`src/rtl/edge_pulse_gen_pkg.sv`:
```
// Shared types and parameter limits for the edge pulse generator.
// Channels take their mode as edge_mode_t; the top checks parameters with params_ok.
package edge_pulse_pkg;

  typedef enum logic [1:0] {
    OFF  = 2'b00,
    RISE = 2'b01,
    FALL = 2'b10,
    BOTH = 2'b11
  } edge_mode_t;

  localparam int N_CH_MIN        = 1;
  localparam int N_CH_MAX        = 32;
  localparam int SYNC_STAGES_MIN = 0;
  localparam int SYNC_STAGES_MAX = 4;
  localparam int PULSE_LEN_MIN   = 1;
  localparam int PULSE_LEN_MAX   = 255;

  function automatic bit params_ok(int n_ch, int sync_stages, int pulse_len);
    return (n_ch >= N_CH_MIN) && (n_ch <= N_CH_MAX) &&
           (sync_stages >= SYNC_STAGES_MIN) && (sync_stages <= SYNC_STAGES_MAX) &&
           (pulse_len >= PULSE_LEN_MIN) && (pulse_len <= PULSE_LEN_MAX);
  endfunction

endpackage

```
`src/rtl/edge_pulse_gen_if.sv`:
```
// Channel bundle between a controller (master) and the pulse generator (slave).
// The mode field holds one 2-bit edge_mode_t per channel, channel 0 in the low bits.
interface edge_pulse_gen_if #(
  parameter int N_CH = 4
);
  logic [N_CH-1:0]   s;
  logic [2*N_CH-1:0] mode;
  logic [N_CH-1:0]   ack;
  logic [N_CH-1:0]   p;
  logic [N_CH-1:0]   pend;
  logic              any_pend;

  modport master (output s, mode, ack, input p, pend, any_pend);
  modport slave  (input s, mode, ack, output p, pend, any_pend);
endinterface

```
`src/rtl/edge_pulse_gen_ch.sv`:
```
// One edge-detect channel: synchroniser, prev/primed tracking, pulse counter, sticky pend.
module edge_pulse_ch
  import edge_pulse_pkg::*;
#(
  parameter int SYNC_STAGES = 2,
  parameter int PULSE_LEN   = 1
) (
  input  logic       clk,
  input  logic       rst_n,
  input  logic       s,
  input  edge_mode_t mode,
  input  logic       ack,
  output logic       p,
  output logic       pend
);
  localparam int CW = $clog2(PULSE_LEN + 1);

  logic          sampled;
  logic          sampled_vld;
  logic          prev_q, prev_d;
  logic          primed_q, primed_d;
  logic          pend_q, pend_d;
  logic [CW-1:0] cnt_q, cnt_d;
  logic          det;

  generate
    if (SYNC_STAGES == 0) begin : g_direct
      assign sampled     = s;
      assign sampled_vld = 1'b1;
    end else begin : g_sync
      logic [SYNC_STAGES-1:0] sync_q, sync_d;
      logic [SYNC_STAGES-1:0] vld_q, vld_d;

      // vld marks chain stages that hold a real post-reset sample, so a level
      // held through reset is not mistaken for an edge from the cleared chain.
      always_comb begin
        sync_d = SYNC_STAGES'({sync_q, s});
        vld_d  = SYNC_STAGES'({vld_q, 1'b1});
      end

      always_ff @(posedge clk or negedge rst_n) begin
        if (!rst_n) begin
          sync_q <= '0;
          vld_q  <= '0;
        end else begin
          sync_q <= sync_d;
          vld_q  <= vld_d;
        end
      end

      assign sampled     = sync_q[SYNC_STAGES-1];
      assign sampled_vld = vld_q[SYNC_STAGES-1];
    end
  endgenerate

  always_comb begin
    det = 1'b0;
    if (primed_q) begin
      if ((mode == RISE || mode == BOTH) && sampled && !prev_q) det = 1'b1;
      if ((mode == FALL || mode == BOTH) && !sampled && prev_q) det = 1'b1;
    end

    prev_d   = sampled;
    primed_d = primed_q | sampled_vld;

    cnt_d = cnt_q;
    if (det)               cnt_d = CW'(PULSE_LEN);
    else if (cnt_q != '0)  cnt_d = cnt_q - 1'b1;

    pend_d = pend_q;
    if (det)      pend_d = 1'b1;
    else if (ack) pend_d = 1'b0;
  end

  always_ff @(posedge clk or negedge rst_n) begin
    if (!rst_n) begin
      prev_q   <= 1'b0;
      primed_q <= 1'b0;
      cnt_q    <= '0;
      pend_q   <= 1'b0;
    end else begin
      prev_q   <= prev_d;
      primed_q <= primed_d;
      cnt_q    <= cnt_d;
      pend_q   <= pend_d;
    end
  end

  assign p    = (cnt_q != '0);
  assign pend = pend_q;

endmodule

```
`src/rtl/edge_pulse_gen.sv`:
```
// Multi-channel edge-to-pulse generator: N_CH independent channels plus a
// registered any_pend summary.
module edge_pulse_gen
  import edge_pulse_pkg::*;
#(
  parameter int N_CH        = 4,
  parameter int SYNC_STAGES = 2,
  parameter int PULSE_LEN   = 1
) (
  input logic              clk,
  input logic              rst_n,
  edge_pulse_gen_if.slave  bus
);
  generate
    if (!params_ok(N_CH, SYNC_STAGES, PULSE_LEN)) begin : g_param_err
      $fatal(1, "edge_pulse_gen: illegal N_CH/SYNC_STAGES/PULSE_LEN");
    end
  endgenerate

  logic [N_CH-1:0] p_w;
  logic [N_CH-1:0] pend_w;
  logic            any_pend_q, any_pend_d;

  for (genvar i = 0; i < N_CH; i++) begin : g_ch
    edge_pulse_ch #(
      .SYNC_STAGES (SYNC_STAGES),
      .PULSE_LEN   (PULSE_LEN)
    ) u_ch (
      .clk   (clk),
      .rst_n (rst_n),
      .s     (bus.s[i]),
      .mode  (edge_mode_t'(bus.mode[2*i +: 2])),
      .ack   (bus.ack[i]),
      .p     (p_w[i]),
      .pend  (pend_w[i])
    );
  end

  always_comb begin
    any_pend_d = |pend_w;
  end

  always_ff @(posedge clk or negedge rst_n) begin
    if (!rst_n) any_pend_q <= 1'b0;
    else        any_pend_q <= any_pend_d;
  end

  assign bus.p        = p_w;
  assign bus.pend     = pend_w;
  assign bus.any_pend = any_pend_q;

endmodule

```
`src/flat_wrapper.sv`:
```
// flat-port wrapper written by rule: the top's interface ports become plain ports
module edge_pulse_gen_flat import edge_pulse_pkg::*;
#(
  parameter int N_CH        = 4,
  parameter int SYNC_STAGES = 2,
  parameter int PULSE_LEN   = 1
)
  (clk, rst_n, bus_s, bus_mode, bus_ack, bus_p, bus_pend, bus_any_pend);
  edge_pulse_gen_if #(.N_CH(N_CH)) bus_i ();
  input logic clk;
  input logic rst_n;
  input wire logic [$bits(bus_i.s)-1:0] bus_s;
  input wire logic [$bits(bus_i.mode)-1:0] bus_mode;
  input wire logic [$bits(bus_i.ack)-1:0] bus_ack;
  output wire logic [$bits(bus_i.p)-1:0] bus_p;
  output wire logic [$bits(bus_i.pend)-1:0] bus_pend;
  output wire logic [$bits(bus_i.any_pend)-1:0] bus_any_pend;
  assign bus_i.s = bus_s;
  assign bus_i.mode = bus_mode;
  assign bus_i.ack = bus_ack;
  assign bus_p = bus_i.p;
  assign bus_pend = bus_i.pend;
  assign bus_any_pend = bus_i.any_pend;
  edge_pulse_gen #(.N_CH(N_CH), .SYNC_STAGES(SYNC_STAGES), .PULSE_LEN(PULSE_LEN)) u_core (.clk(clk), .rst_n(rst_n), .bus(bus_i));
endmodule
```
`config.mk`:
```
export PLATFORM = sky130hd
export DESIGN_NAME = edge_pulse_gen_flat
export DESIGN_NICKNAME = d
export VERILOG_FILES = /design/src/rtl/edge_pulse_gen_pkg.sv /design/src/rtl/edge_pulse_gen_if.sv /design/src/rtl/edge_pulse_gen_ch.sv /design/src/rtl/edge_pulse_gen.sv /design/src/flat_wrapper.sv
export SDC_FILE = /design/constraint.sdc
export NUM_CORES = 1
export LEC_CHECK = 0
export CAP_MARGIN = 25
export CORE_MARGIN = 5
export CORE_UTILIZATION = 48
export DETAILED_ROUTE_END_ITERATION = 10
export PLACE_DENSITY = 0.88
export SYNTH_ARGS = -nofsm -noshare
export SYNTH_HDL_FRONTEND = slang
export SYNTH_SLANG_ARGS = --single-unit
```
`constraint.sdc`:
```
create_clock -name clk -period 1.5 [get_ports clk]
set_input_delay 0.15 -clock clk [delete_from_list [all_inputs] [get_ports clk]]
set_output_delay 0.15 -clock clk [all_outputs]
set_load 0.02 [all_outputs]
```
==> results of run 1 <==
cells in the final DEF, fill, tap and decap left out, drive strengths merged, types with 3 or more instances in the layout:
cell,count
clkbuf,4
clkdlybuf4s50,22
dfrtp,27
dlymetal6s2s,3
nand2,4
nand2b,3
nand3,4
nand4b,8
or2,4
worst min path at each step:
stage	from	end	slack, ps
floorplan	rst_n	u_core.bus.any_pend	-150
global placement	u_core.g_ch[3].u_ch.g_sync.vld_q[0]	u_core.g_ch[0].u_ch.g_sync.vld_q[1]	330
detailed placement	u_core.g_ch[2].u_ch.g_sync.sync_q[0]	u_core.g_ch[2].u_ch.g_sync.sync_q[1]	330
CTS	rst_n	u_core.g_ch[2].u_ch.pend	170
global route	rst_n	u_core.g_ch[2].u_ch.prev_q	170
finish	rst_n	u_core.g_ch[1].u_ch.prev_q	180
stage by stage:
stage	hold WS (ps)	setup slack, ps	power, mW	instance area [um2]
2_1_floorplan	-146	511	0.884	903
3_3_place_gp	332	387	0.965	1140
3_5_place_dp	335	374	0.972	1140
4_1_cts	175	20.3	1.26	1170
5_1_grt	170	10.3	1.32	1170
6_report	181	94.8	1.24	1170
what timing repair did:
action / in CTS / in global routing
endpoints found under the setup margin: 1 / 3
pin swaps: 0 / 0
hold endpoints to repair: 0 / 0
gates resized for setup: 1 / 3
routing by layer:
metal	GRT usage, %	routed length [um]
met5	0	0
met4	6.81	17
met3	6.48	120
met2	20.8	776
met1	12.3	462
power groups by stage:
stage | Sequential [mW] | Clock, mW | Combinational, mW
after floorplan | 0.803 | 0 | 0.0810
after global placement | 0.801 | 0 | 0.164
after detailed placement | 0.805 | 0 | 0.167
after CTS | 0.790 | 0.306 | 0.165
after global routing | 0.795 | 0.348 | 0.174
final | 0.789 | 0.289 | 0.160
sequential cells by signal, indices dropped and copies added, names as in the netlist:
register and flops:
u_core.g_ch.u_ch.prev_q 4, u_core.bus.any_pend 1, u_core.g_ch.u_ch.g_sync.vld_q 2, u_core.g_ch.u_ch.g_sync.sync_q 8, u_core.g_ch.u_ch.pend 4, u_core.g_ch.u_ch.p 4
u_core.g_ch.u_ch.primed_q 4
kinds of logic after synthesis:
kind of cell,after synthesis,synth area share (%)
flip-flops,27,74.8
AND/OR/NAND/NOR,25,18.1
buffers and inverters,8,6.65
other,1,0.415
cell type report:
type / count / area (um2)
repair buffers: 27 / 274
well taps: 25 / 31.3
multi-input cells: 26 / 168
clock buffers: 4 / 26.3
flip-flops and latches: 27 / 676
fillers: 143 / 589
==> impl_metrics.toml, run 1 <==
[grt]
grt_max_degree = 28
grtUsageTotal_pct = 12.5
antenna_found_initial = 0
grt.overflow.total = 0
grt_pass1_vias = 555
grt_pass1_wl_um = 2350

[clocking]
clockBufferDepth = 2
cts_tree = "yes"
postCtsSetupBuffers = 0
postCtsHoldBufs = 0
cts_sinks = 27
htreeDepth = 1
clock-root-buffer = "clkbuf_4"
clkTransAtPathRegs_ps = 120
clock_latency_ps = 310
cts_made_buffers = 3

[worst_setup_path]
cpLargestDelayFamily = "buffers and inverters"
crit_end = "bus_p[3]"
arrival_ps = 1260
worstPathCellList = "clkdlybuf4s50_1"
crit_path_max_fanout = 1
rrSetupSlack_ps = 460
required_ps = 1350
slowest_stage = "clkdlybuf4s50_1"
cp-end-kind = "primary output"
cp-startpoint = "u_core.g_ch[3].u_ch.p"
start_kind = "flip-flop"
reg2reg_from = "u_core.g_ch[0].u_ch.pend"
cp_num_cells = 1
slowest_delay_ps = 600
reg2reg_depth = 1
r2r_end = "u_core.bus.any_pend"
crit_type = "reg -> out"
path_buf_inv = 1

[timing]
finalMaxSlewViolations = 0
setup_viol = 0
rsz0062_at_grt = "no"
fmax_mhz = 712
fin_crit_sh_pct = 93.7
hold_viol = 0
clock_skew_ps = 2.74
setup_tns_ps = 0
post-route-min-period_ps = 1410

[power]
p_leak_nw = 0.540
switching_share_pct = 22.1
pwr-share-comb_pct = 12.9
seq_power_share_pct = 63.7
power.internal_mw = 0.964
clkPwrFrac_pct = 23.4
p_per_area_nw_per_um2 = 1050
p_switching_mw = 0.274
ir_worst_vdd_mv = 0.784

[floorplanning]
coreArea_um2 = 1760
die-height_um = 53.4
die_w_um = 53.4
ioPinCount = 27
start_util_pct = 51.2
rows = 15
dieArea_um2 = 2850

[yosys]
async_flop_share_pct = 100
ys.warnings.count = 0
yosys-top-cells-count = "dfrtp_1 (27), buf_4 (8), nand4b_1 (8)"
syn_avg_cell_area_um2 = 14.8
syn-cell-area_um2 = 903
yosysMostFrequentCell = "dfrtp_1"
synth_edf_count = 0
syn_inst = 61
ys_ff_latch = 27
yosysSeqAreaShare_pct = 74.8
synth.net_count = 79
yosys.area.top_type = "dfrtp_1"
synth_flop_cell = "dfrtp_1"
synth.area.top_cells = "dfrtp_1 (75%), nand4b_1 (7.8%), buf_4 (6.6%)"
synthDistinctLibCells = 10
synth_top_cell_area_share_pct = 74.8

[routing]
via_count = 527
wirelength_um = 1380
ant_nets = 0
drc_errors = 0
first_pass_iters = 2
vias_per_cell = 4.83
first_iter_violations = 5
detail_route.wl_per_cell_um = 12.6

[layout]
nets = 103
area_growth_pct = 30.1
finish.utilization_pct = 66.6
drive_gt1_share_pct = 9.52
diodes = 0
instances_no_fill = 109

[placed_design]
place_congestion = 0.756
dp.cells = 105
io_buffers = 26

[run_status]
status = "complete, no violations"

[min_path]
hold_path.class = "in -> async"

[job]
maxCapViolCount = 0
Power figures use the tool's default switching activity.
==> inputs of run 2 (changes only) <==
- CAP_MARGIN: 25 -> 20
==> results of run 2 <==
Same layout as run 1: the final DEF is identical, and so are final timing and power.
